## config.mk

```make
export PLATFORM = sky130hd
export DESIGN_NAME = load_align_unit
export DESIGN_NICKNAME = d
export VERILOG_FILES = /design/src/rtl/load_align_unit.sv
export SDC_FILE = /design/constraint.sdc
export NUM_CORES = 1
export LEC_CHECK = 0
export CAP_MARGIN = 5
export CORE_MARGIN = 3
export CORE_UTILIZATION = 51
export CTS_CLUSTER_DIAMETER = 60
export DETAILED_ROUTE_END_ITERATION = 12
export GPL_TIMING_DRIVEN = 0
export PLACE_DENSITY_LB_ADDON = 0.1
export SLEW_MARGIN = 20
export SYNTH_ARGS = -nofsm -noshare
export SYNTH_HDL_FRONTEND = slang
export SYNTH_SLANG_ARGS = --single-unit
```

## constraint.sdc

```tcl
create_clock -name clk -period 3.6 [get_ports clk]
set_clock_uncertainty 0.1 [all_clocks]
set_input_delay 0.72 -clock clk [delete_from_list [all_inputs] [get_ports clk]]
set_output_delay 0.72 -clock clk [all_outputs]
set_load 0.02 [all_outputs]
```

## src/rtl/load_align_unit.sv

```systemverilog
// Load alignment unit: issues one or two aligned bus reads per load, merges the
// beats of a word-crossing access and returns the selected bytes zero/sign-extended.
module load_align_unit #(
    parameter int DATA_W      = 32,
    parameter int ADDR_W      = 32,
    parameter bit MISALIGN_EN = 1'b1
) (
    input  logic              clk,
    input  logic              reset,
    input  logic              req_valid,
    output logic              req_ready,
    input  logic [ADDR_W-1:0] req_addr,
    input  logic [1:0]        req_size,
    input  logic              req_unsigned,
    output logic              bus_req,
    output logic [ADDR_W-1:0] bus_addr,
    input  logic              bus_ack,
    input  logic [DATA_W-1:0] bus_rdata,
    output logic              rsp_valid,
    input  logic              rsp_ready,
    output logic [DATA_W-1:0] rsp_data,
    output logic              rsp_err
);
    localparam int B     = DATA_W / 8;
    localparam int OFF_W = $clog2(B);
    localparam int POS_W = OFF_W + 2;

    localparam logic [1:0] IDLE  = 2'd0;
    localparam logic [1:0] BEAT1 = 2'd1;
    localparam logic [1:0] BEAT2 = 2'd2;
    localparam logic [1:0] RESP  = 2'd3;

    logic [1:0]        state_q, state_d;
    logic [ADDR_W-1:0] addr_q, addr_d;
    logic [1:0]        size_q, size_d;
    logic              unsigned_q, unsigned_d;
    logic [DATA_W-1:0] beat1_q, beat1_d;
    logic [DATA_W-1:0] rsp_data_q, rsp_data_d;
    logic              rsp_err_q, rsp_err_d;

    logic [OFF_W-1:0]  off_q;
    logic [ADDR_W-1:0] base;
    logic              req_cross, req_illegal, cross_q;
    logic [DATA_W-1:0] low_beat, raw, ext;
    logic              sign_bit;

    function automatic logic crosses(input logic [OFF_W-1:0] off, input logic [1:0] size);
        logic [POS_W-1:0] last;
        last = POS_W'(off) + (POS_W'(1) << size);
        return last > POS_W'(B);
    endfunction

    assign off_q       = addr_q[OFF_W-1:0];
    assign base        = {addr_q[ADDR_W-1:OFF_W], {OFF_W{1'b0}}};
    assign cross_q     = crosses(off_q, size_q);
    assign req_cross   = crosses(req_addr[OFF_W-1:0], req_size);
    assign req_illegal = (DATA_W == 32) && (req_size == 2'd3);

    // In BEAT1 the live bus data is the low beat; in BEAT2 it becomes the high beat.
    assign low_beat = (state_q == BEAT1) ? bus_rdata : beat1_q;
    assign raw      = DATA_W'({bus_rdata, low_beat} >> {off_q, 3'b000});

    always_comb begin
        case (size_q)
            2'd0:    sign_bit = raw[7];
            2'd1:    sign_bit = raw[15];
            2'd2:    sign_bit = raw[31];
            default: sign_bit = raw[DATA_W-1];
        endcase
        sign_bit = sign_bit & ~unsigned_q;
        for (int i = 0; i < DATA_W; i++) begin
            ext[i] = (i < (8 << size_q)) ? raw[i] : sign_bit;
        end
    end

    always_comb begin
        state_d    = state_q;
        addr_d     = addr_q;
        size_d     = size_q;
        unsigned_d = unsigned_q;
        beat1_d    = beat1_q;
        rsp_data_d = rsp_data_q;
        rsp_err_d  = rsp_err_q;
        case (state_q)
            IDLE: begin
                if (req_valid) begin
                    addr_d     = req_addr;
                    size_d     = req_size;
                    unsigned_d = req_unsigned;
                    if (req_illegal || (req_cross && !MISALIGN_EN)) begin
                        rsp_err_d  = 1'b1;
                        rsp_data_d = '0;
                        state_d    = RESP;
                    end else begin
                        rsp_err_d = 1'b0;
                        state_d   = BEAT1;
                    end
                end
            end
            BEAT1: begin
                if (bus_ack) begin
                    beat1_d = bus_rdata;
                    if (cross_q) begin
                        state_d = BEAT2;
                    end else begin
                        rsp_data_d = ext;
                        state_d    = RESP;
                    end
                end
            end
            BEAT2: begin
                if (bus_ack) begin
                    rsp_data_d = ext;
                    state_d    = RESP;
                end
            end
            default: begin
                if (rsp_ready) state_d = IDLE;
            end
        endcase
    end

    always_ff @(posedge clk or negedge reset) begin
        if (!reset) begin
            state_q    <= IDLE;
            addr_q     <= '0;
            size_q     <= '0;
            unsigned_q <= 1'b0;
            beat1_q    <= '0;
            rsp_data_q <= '0;
            rsp_err_q  <= 1'b0;
        end else begin
            state_q    <= state_d;
            addr_q     <= addr_d;
            size_q     <= size_d;
            unsigned_q <= unsigned_d;
            beat1_q    <= beat1_d;
            rsp_data_q <= rsp_data_d;
            rsp_err_q  <= rsp_err_d;
        end
    end

    assign req_ready = (state_q == IDLE);
    assign bus_req   = (state_q == BEAT1) || (state_q == BEAT2);
    assign bus_addr  = (state_q == BEAT1) ? base :
                       (state_q == BEAT2) ? base + ADDR_W'(B) : '0;
    assign rsp_valid = (state_q == RESP);
    assign rsp_data  = rsp_data_q;
    assign rsp_err   = rsp_err_q;

endmodule
```

==> impl_metrics.csv, run 1 <==
group,metric,value,unit
setup_path,cp.arrival,2.70,ns
floorplan,core,0.01171,mm^2
finish,most-common-layout-cells,"clkdlybuf4s50_1 (109), dfrtp_1 (102), mux2_2 (81), nand2_1 (66), nand3_1 (44)",
power,p_switching,3.561,mW
synth,synth-seq-cells,102,
setup_path,ff2ff_setup_slack,0.31,ns
finish,finalNetCount,810,
drt,drt-initial-drc-count,436,
grt,grt_overflow_total,0,
place,gp_congestion,1.002,
place,placed_cell_area,0.007868,mm^2
grt,antenna_found_initial,0,
finish,final_common_cell,"clkdlybuf4s50_1",
floorplan,io_pins,140,
power,p_comb_share,60.5,%
sta,fmax,284.2,MHz
place,dp_slack,-0.6447,ns
synth,synthCells,582,
synth,seq_area_frac_synth,40.61,%
sta,slew-limit-headroom,50.16,%
finish,fin_util,70.98,%
place,post-dp-hpwl,13.50,mm
sta,report.final.setup_viol,0,
grt,grtUsageTotal,26.87,%
grt,grt_max_degree,62,
finish,drive_gt1_share,24.18,%
setup_path,critPathLaunchType,"register",
sta,rsz0062_at_grt,"true",
synth,ys_types,50,
setup_path,r2r_start,"addr_q[1]",
finish,antenna_cells,0,
power,ir_drop,0.4981,mV
power,p_leak,3.447,nW
sta,setup_tns,0,ns
setup_path,cpLargestDelayFamily,"simple AND/OR/NAND/NOR gates",
floorplan,dieHeight,117.0,um
floorplan,dieArea,0.01369,mm^2
synth,ys_warn_count,0,
setup_path,r2r_end,"rsp_data[25]",
setup_path,path_cells,"nand4_1, or4_1, buf_2, nor3_1, xnor2_1, nor2_1, dlygate4sd2_1",
finish,design_area,0.008313,mm^2
clock_tree,hold_buffers,0,
setup_path,path_max_fanout,10,
hold_path,holdCritPathClass,"input pin to asynchronous set/reset pin",
run_status,status,"completed",
setup_path,cpMaxStageDelayCell,"or4_1",
drt,via_per_inst,6.159,
sta,finalMaxSlewViolations,0,
synth,netlist_area,0.006285,mm^2
drt,antenna_left,0,
power,p_sw_share,43.34,%
power,power,8.217,mW
setup_path,criticalPathCategory,"register to primary output",
floorplan,die_x,117.0,um
drt,drcViolationCount,0,
clock_tree,clockRootBuffer,"clkbuf_16",
floorplan,start_util,53.66,%
drt,wirelength,17.90,mm
synth,synth_area_per_cell,10.80,um^2
power,p_per_area,988.4,mW/mm^2
setup_path,worst_r2r_path_depth,12,
synth,synth_flop_cell,"dfrtp_1",
setup_path,critPathMaxStageDelay,0.68,ns
finish,syn2layout_area_growth,32.27,%
power,p_seq_share,26.0,%
finish,regArea,0.002552,mm^2
drt,via_count,5414,
clock_tree,cts_tree,"built",
sta,max_slew.worst_pin.slew,0.7476,ns
synth,synth_edf_count,0,
sta,worst_slack,0.08164,ns
setup_path,cp.required,2.78,ns
grt,grt_first_pass_wirelength,27.88,mm
finish,num-fill-cells,887,
setup_path,end_kind,"primary output",
power,clkPwrFrac,13.5,%
sta,min_period_over_period,97.73,%
clock_tree,cts_max_level,3,
drt,drtPass1Iterations,5,
run,max-cap-violations,0,
power,p_int,4.656,mW
place,portBuffers,137,
floorplan,row_count,39,
clock_tree,cts.sinks,102,
drt,post_drt_wl_per_cell,20.36,um
setup_path,cp_num_buf_inv,2,
clock_tree,clk_pin_slew,0.07,ns
sta,hold_violations,0,
grt,grt_pass1_vias,5451,
clock_tree,cts-buffers-inserted,9,
clock_tree,cts_buffer_depth,2,
finish,multi_input_area,0.003576,mm^2
sta,period_minus_slack,3.518,ns
clock_tree,insertion_delay,0.36,ns
synth,ys_async_sr_fraction,100.0,%
[state kept, by name (all words and copies together), names as in the netlist]
register and count:
addr_q 32, beat1_q 32, rsp_data 32, rsp_err 1, size_q 2, state_q 2
unsigned_q 1
[how the worst max path moves through the flow]
| stage | startpoint | end | slack (ns) | depth (start not counted) |
|---|---|---|---|---|
| 3_3_place_gp | reset | addr_q[21] | -2.18 | 1 |
| 3_5_place_dp | addr_q[1] | rsp_data[22] | -0.64 | 13 |
| 5_1_grt | state_q[1] | bus_addr[16] | -0.07 | 9 |
| 6_report | addr_q[11] | bus_addr[23] | 0.08 | 7 |
| 4_1_cts | addr_q[1] | rsp_data[26] | 0.05 | 12 |
| 2_1_floorplan | addr_q[1] | rsp_data[29] | 0.29 | 13 |
[cell usage after synthesis (8+ instances only)]
master / number / share of area (%)
a21oi_1: 12 / 0.96
a22o_1: 9 / 1.3
buf_2: 8 / 0.64
clkbuf_1: 26 / 1.6
dfrtp_1: 102 / 41
inv_1: 14 / 0.84
mux2_2: 81 / 15
mux4_2: 35 / 13
nand2_1: 66 / 3.9
nand3_1: 45 / 3.6
nor2_1: 34 / 2.0
nor4_1: 11 / 1.1
o21ai_0: 26 / 2.1
xnor2_1: 25 / 3.5
[worst reg2reg max path, stage by stage (launching register included)]
cell and delay (ns):
dfrtp_1 0.44, buf_6 0.22, clkinvlp_4 0.12, buf_2 0.22, xnor2_1 0.16, ha_1 0.29, o2bb2ai_1 0.19, o22ai_1 0.17
a221o_1 0.41, or4_1 0.51, buf_2 0.19, buf_6 0.15, nand3_1 0.07
[cell type report]
class                           count  area share (%)
Clock buffer                       12           3.206
Timing Repair Buffer              140           16.66
Buffer                             42           2.604
Multi-Input combinational cell    421           43.02
Clock inverter                      4          0.9332
Tap cell                          143           2.152
Sequential cell                   102           30.70
Inverter                           15          0.7225
[per-layer routing]
metal  up-vias  track usage, %  wire, um
li1       2423               -         -
met1      2700           36.54      7423
met2       259           41.56      8455
met3        32           7.558      1658
met4         0           9.709       362
met5         -               0         0
[logic make-up after synthesis]
family	Yosys count	synth area share [%]
AND/OR/NAND/NOR	188	13.98
multiplexers	123	28.17
flip-flops	102	40.61
AO/OA/AOI/OAI	76	8.142
buffers and inverters	60	4.161
XOR/XNOR	25	3.484
adder cells (fa/ha/maj)	7	1.394
other	1	0.05967
[stage by stage]
step,hold slack (ns),cells
2_1_floorplan,0.3244,583
5_1_grt,0.2069,879
3_3_place_gp,0.3605,863
4_1_cts,0.1935,878
6_report,0.1809,879
3_5_place_dp,0.3806,864
[timing repair]
action	in CTS	in global routing
setup buffers	0	2
resized for setup	54	9
pin swaps	0	0
endpoints found under the setup margin	60	49
[power groups by stage]
stage	Clock (mW)	Combinational (mW)	Sequential [mW]
CTS	1.12	4.92	2.13
detailed placement	0	4.97	2.14
floorplan	0	3.28	2.13
global placement	0	4.86	2.10
finish	1.11	4.97	2.14
global route	1.17	5.36	2.21
No activity file was read; power rests on OpenSTA's default activity.
==> run 2: changes to the inputs <==
--- a/config.mk
+++ b/config.mk
@@ -5,13 +5,14 @@
 export SDC_FILE = /design/constraint.sdc
 export NUM_CORES = 1
 export LEC_CHECK = 0
-export CAP_MARGIN = 5
 export CORE_MARGIN = 3
 export CORE_UTILIZATION = 51
 export CTS_CLUSTER_DIAMETER = 60
 export DETAILED_ROUTE_END_ITERATION = 12
 export GPL_TIMING_DRIVEN = 0
+export MAX_ROUTING_LAYER = met4
 export PLACE_DENSITY_LB_ADDON = 0.1
+export RECOVER_POWER = 100
 export SLEW_MARGIN = 20
 export SYNTH_ARGS = -nofsm -noshare
 export SYNTH_HDL_FRONTEND = slang
==> run 2 against run 1 <==
Against the previous run: the flow now finishes with violations (max-capacitance violations, max-slew violations); power rose by 0.11%; largest power group unchanged; cell area about the same; maximum frequency hardly changed; sequential power barely moved.
==> impl_metrics.csv, run 2 (synthesis gave the netlist of run 1 again) <==
group,metric,value,unit
sta,hold_violations,0,
sta,whs,0.3973,ns
sta,period_minus_slack,3.516,ns
finish,antenna_cells,0,
sta,finalMaxSlewViolations,42,
place,gp_congestion,1.021,
clock_tree,cts.sinks,102,
setup_path,path_cells,"inv_1, ha_1, buf_6, nand3b_1, or2_4, nor4_2, xnor2_1, nor2_1, clkdlybuf4s15_2",
clock_tree,cts_tree,"built",
floorplan,start_util,53.66,%
clock_tree,cts_buffer_depth,2,
drt,via_count,5429,
setup_path,cp.arrival,2.70,ns
power,power,8.225,mW
grt,grt_overflow_total,0,
drt,drt-initial-drc-count,419,
drt,wirelength,18.00,mm
run_status,violations,"max-capacitance violations, max-slew violations",
sta,rsz0062_at_grt,"true",
sta,min_period_over_period,97.67,%
finish,drive_gt1_share,24.05,%
place,dp.cells,864,
clock_tree,cts-buffers-inserted,9,
setup_path,path_max_fanout,10,
setup_path,cp.required,2.78,ns
setup_path,cpMaxStageDelayCell,"dfrtp_1",
finish,syn2layout_area_growth,32.15,%
clock_tree,insertion_delay,0.35,ns
floorplan,core,0.01171,mm^2
finish,finalNetCount,810,
floorplan,dieArea,0.01369,mm^2
clock_tree,clk_pin_slew,0.06,ns
clock_tree,clockRootBuffer,"clkbuf_16",
sta,max_slew.worst_pin.slew,2.479,ns
place,placed_cell_area,0.007868,mm^2
power,p_per_area,990.4,mW/mm^2
finish,final_common_cell,"clkdlybuf4s50_1",
place,post-dp-hpwl,13.50,mm
sta,slew-limit-headroom,-65.25,%
floorplan,io_pins,140,
sta,fmax,284.4,MHz
power,ir_drop,0.4974,mV
clock_tree,cts_max_level,3,
floorplan,dieHeight,117.0,um
hold_path,holdCritPathClass,"register to register",
drt,wl_met1,7.557,mm
drt,drcViolationCount,0,
drt,wl_met2,8.488,mm
power,p_leak,3.442,nW
place,portBuffers,137,
drt,antenna_left,0,
drt,drtPass1Iterations,8,
drt,maxUsedRoutingLayer,"met4",
floorplan,row_count,39,
finish,design_area,0.008305,mm^2
run_status,status,"complete, but fails checks",
drt,met3WireLength,1.533,mm
setup_path,critPathLaunchType,"register",
drt,via_per_inst,6.176,
setup_path,criticalPathCategory,"register to primary output",
sta,report.final.setup_viol,0,
drt,post_drt_wl_per_cell,20.48,um
grt,grt_max_degree,62,
setup_path,end_kind,"primary output",
run,max-cap-violations,1,
finish,most-common-layout-cells,"clkdlybuf4s50_1 (109), dfrtp_1 (102), mux2_2 (81), nand2_1 (66), nand3_1 (44)",
grt,grt_first_pass_wirelength,27.91,mm
grt,antenna_found_initial,0,
finish,fin_cells,879,
floorplan,die_x,117.0,um
grt,grtUsageTotal,27.73,%
grt,grt_pass1_vias,5452,
setup_path,critPathMaxStageDelay,0.41,ns
==> run 2: cell count changes in the layout (fill, tap and decap cells not counted), sizes merged <==
cell and delta:
clkbuf +1, buf -1
==> run 2: worst paths after layout <==
path	start	end	slack (ns)	cells past startpoint
worst max-delay path	state_q[1]	bus_addr[16]	0.08	9
worst min-delay path	rsp_err	rsp_err	0.40	2
min in group asynchronous	reset	rsp_data[10]	1.02	1
worst min register to register	rsp_err	rsp_err	0.40	2
max in group asynchronous	reset	rsp_data[2]	0.97	1
worst max register to register	addr_q[1]	rsp_data[25]	0.29	12
==> run 2: where the power goes <==
group | internal, mW | switching [mW]
clock network | 0.669 | 0.433
registers | 1.67 | 0.469
logic | 2.31 | 2.67
total | 4.65 | 3.57
==> run 2: metal layers <==
layer	global-route usage [%]	vias to the layer above
li1	-	2422
met1	37.02	2693
met2	41.22	269
met3	7.352	45
met4	9.862	0
met5	-	-
==> run 2: area by class of cell <==
class	count	area (um^2)
well taps	143	178.9
repair buffers	140	1378
inverters	15	60.06
clock buffers	12	266.5
multi-input cells	421	3576
flip-flops and latches	102	2552
plain buffers	42	216.5
fillers	887	3406
clock inverters	4	77.57
==> run 2: timing repair <==
| item | in CTS | in global routing |
|---|---|---|
| buffers inserted | 0 | 2 |
| setup endpoints to repair | 60 | 49 |
| hold buffers | 0 | 0 |
| resized for setup | 54 | 9 |
==> run 2: critical path, delay by kind of cell, from the launching register on <==
kind                     cells  cell delay (ns)
XOR/XNOR                     1             0.11
adder cells (fa/ha/maj)      1             0.26
buffers and inverters        3             0.56
flip-flops                   1             0.41
AND/OR/NAND/NOR              4             1.00
==> run 2: per-stage QoR <==
stage	TNS [ns]	setup slack, ns	util (%)
floorplan	0	0.2937	-
CTS	0	0.05482	70.71
global route	-0.2266	-0.06700	70.92
finish	0	0.08392	70.92
detailed placement	-16.55	-0.6447	67.18
global placement	-236.25	-2.181	66.93
==> run 3: changes to the inputs <==
--- a/config.mk
+++ b/config.mk
@@ -5,9 +5,10 @@
 export SDC_FILE = /design/constraint.sdc
 export NUM_CORES = 1
 export LEC_CHECK = 0
+export ABC_AREA = 1
 export CORE_MARGIN = 3
-export CORE_UTILIZATION = 51
-export CTS_CLUSTER_DIAMETER = 60
+export CORE_UTILIZATION = 52
+export CTS_CLUSTER_DIAMETER = 50
 export DETAILED_ROUTE_END_ITERATION = 12
 export GPL_TIMING_DRIVEN = 0
 export MAX_ROUTING_LAYER = met4
==> constraint.sdc (replaced) <==
create_clock -name clk -period 4 [get_ports clk]
set_clock_uncertainty 0.1 [all_clocks]
set_input_delay 0.8 -clock clk [delete_from_list [all_inputs] [get_ports clk]]
set_output_delay 0.8 -clock clk [all_outputs]
set_load 0.02 [all_outputs]
==> run 3 against run 2 <==
Against the previous run: the run still ends with max-capacitance violations, max-slew violations left; cell area rose by 2.0%; via count rose by 30%; synthesized area rose by 4.3%; largest power group unchanged; wire length rose by 17%; clock-buffer cell count fell by 2; first-iteration DRC count rose by 40%; synthesized cell count rose by 65%; power fell by 9.1%; non-clock buffer count rose by 10.
==> impl_metrics.csv, run 3 <==
group,metric,value,unit
setup_path,path_max_fanout,10,
clock_tree,clk_pin_slew,0.07,ns
finish,multi_input_area,0.003358,mm^2
clock_tree,hold_buffers,0,
synth,synth-seq-cells,102,
setup_path,end_kind,"primary output",
synth,synth_commonest_cells,"nand2_1 (277), nor2_1 (107), dfrtp_1 (102)",
synth,netlist_area,0.006554,mm^2
grt,grtUsageTotal,31.06,%
floorplan,die_x,118.3,um
power,p_per_area,882.2,mW/mm^2
clock_tree,cts_max_level,3,
power,p_leak,4.198,nW
power,p_switching,3.748,mW
sta,min_period_over_period,96.39,%
power,ir_drop,0.5836,mV
power,clkPwrFrac,13.1,%
drt,wirelength,21.09,mm
drt,drcViolationCount,0,
drt,via_per_inst,5.495,
place,placed_cell_area,0.008168,mm^2
hold_path,min_path_cells,2,
place,dp_slack,0.5228,ns
synth,yosys-top-cells-area,"dfrtp_1 (39%), nand2_1 (16%), o21ai_0 (6.8%)",
setup_path,r2r_end,"rsp_data[23]",
sta,slew-limit-headroom,-97.37,%
place,portBuffers,137,
synth,synthCells,963,
finish,syn2layout_area_growth,29.32,%
grt,grt_max_degree,53,
setup_path,cp.required,3.10,ns
grt,grt_first_pass_wirelength,33.60,mm
place,post-dp-hpwl,15.98,mm
floorplan,dieArea,0.01399,mm^2
floorplan,core,0.01216,mm^2
finish,most-common-layout-cells,"nand2_1 (277), nor2_1 (107), dfrtp_1 (102), inv_1 (95), o21ai_0 (89)",
synth,ys_async_sr_fraction,100.0,%
synth,synth_edf_count,0,
drt,antenna_left,0,
clock_tree,cts_resized,0,
clock_tree,clockRootBuffer,"clkbuf_16",
finish,num-fill-cells,1093,
finish,design_area,0.008476,mm^2
floorplan,dieHeight,118.3,um
run_status,status,"complete, but fails checks",
hold_path,worstHoldStart,"rsp_data[22]",
finish,antenna_cells,0,
clock_tree,cts-buffers-inserted,9,
power,p_sw_share,50.12,%
drt,drt-initial-drc-count,586,
hold_path,hold_path_end,"rsp_data[22]",
run_status,violations,"max-capacitance violations, max-slew violations",
sta,report.final.setup_viol,0,
synth,ys_types,40,
setup_path,ff2ff_setup_slack,0.59,ns
sta,fmax,259.4,MHz
power,p_comb_share,62.7,%
power,power,7.477,mW
setup_path,critPathLaunchType,"register",
floorplan,io_pins,140,
sta,max_slew.worst_pin.slew,2.961,ns
synth,synth_flop_cell,"dfrtp_1",
synth,yosysMostFrequentCell,"nand2_1",
drt,post_drt_wl_per_cell,16.40,um
floorplan,start_util,53.89,%
clock_tree,post_cts_buffers,0,
clock_tree,insertion_delay,0.36,ns
setup_path,criticalPathCategory,"register to primary output",
synth,yosys.area.top_type,"dfrtp_1",
hold_path,holdCritPathClass,"register to register",
grt,antenna_found_initial,0,
setup_path,cp.arrival,2.96,ns
sta,rsz0062_at_grt,"false",
sta,period_minus_slack,3.855,ns
grt,grt_overflow_total,0,
finish,regArea,0.002552,mm^2
clock_tree,cts_buffer_depth,2,
setup_path,worst_r2r_path_depth,15,
clock_tree,cts_tree,"built",
drt,via_count,7067,
run,max-cap-violations,1,
clock_tree,cts.sinks,102,
power,p_seq_share,24.1,%
floorplan,row_count,40,
synth,synth.top_cell.area_share,38.95,%
sta,hold_violations,0,
grt,grt_pass1_vias,6854,
finish,drive_gt1_share,6.351,%
setup_path,r2r_start,"addr_q[1]",
synth,ys_warn_count,0,
finish,finalNetCount,1192,
power,p_int,3.729,mW
sta,finalMaxSlewViolations,52,
drt,drtPass1Iterations,7,
synth,synth_area_per_cell,6.806,um^2
place,gp_congestion,0.9545,
synth,seq_area_frac_synth,38.95,%
finish,final_common_cell,"nand2_1",
sta,worst_slack,0.1445,ns
-- run 3: power groups by stage --
stage	clock (mW)	sequential [mW]	combinational [mW]
2_1_floorplan	0	1.88	2.97
3_3_place_gp	0	1.81	4.69
3_5_place_dp	0	1.82	4.75
4_1_cts	0.995	1.80	4.78
5_1_grt	1.03	1.86	5.15
6_report	0.982	1.80	4.69
-- run 3: logic make-up (layout without fill, tap and decap cells) --
family,after synthesis,after routing,share of synthesized area (%)
AND/OR/NAND/NOR,499,499,31.77
adder cells (fa/ha/maj),7,7,1.336
other,1,2,0.05722
buffers and inverters,152,306,9.985
AO/OA/AOI/OAI,187,187,15.41
multiplexers,13,13,2.234
XOR/XNOR,2,2,0.2673
flip-flops,102,102,38.95
-- run 3: stage by stage --
stage	hold WS (ns)	setup TNS (ns)	std cells	util (%)
floorplan	0.3478	0	964	-
global placement	0.3631	-198.02	1269	66.92
detailed placement	0.3647	0	1270	67.16
CTS	0.3085	0	1286	69.90
global route	0.4026	0	1286	69.69
finish	0.3758	0	1286	69.69
-- run 3: how the worst max path moves through the flow --
stage / start / endpoint / slack [ns] / cells past startpoint
floorplan: state_q[1] / bus_addr[13] / 1.17 / 9
global placement: reset / addr_q[4] / -1.95 / 1
detailed placement: state_q[1] / bus_addr[18] / 0.52 / 11
CTS: state_q[1] / bus_addr[18] / 0.13 / 11
global route: state_q[1] / bus_addr[27] / 0.02 / 12
finish: state_q[1] / bus_addr[31] / 0.14 / 10
-- run 3: worst max-delay path, cell delays in order (launching register included) --
cell and delay, ns:
dfrtp_1 0.38, inv_1 0.09, ha_1 0.23, inv_2 0.11, buf_4 0.19, buf_4 0.22, buf_4 0.23, buf_2 0.23
nand4_1 0.10, o21ai_0 0.13, clkdlybuf4s50_1 0.66
-- run 3: metal layers --
metal,GRT usage (%),wire [um],up-vias
met1,35.96,8484,3272
met3,6.029,1343,77
met2,52.05,10330,303
met5,-,0,-
li1,-,-,3415
met4,14.65,936,0
-- run 3: layout make-up --
type | count | area share (%)
Inverter | 98 | 4.340
Clock inverter | 6 | 1.107
Tap cell | 168 | 2.480
Timing Repair Buffer | 138 | 16.24
Sequential cell | 102 | 30.12
Buffer | 54 | 3.277
Clock buffer | 10 | 2.820
Multi-Input combinational cell | 710 | 39.62
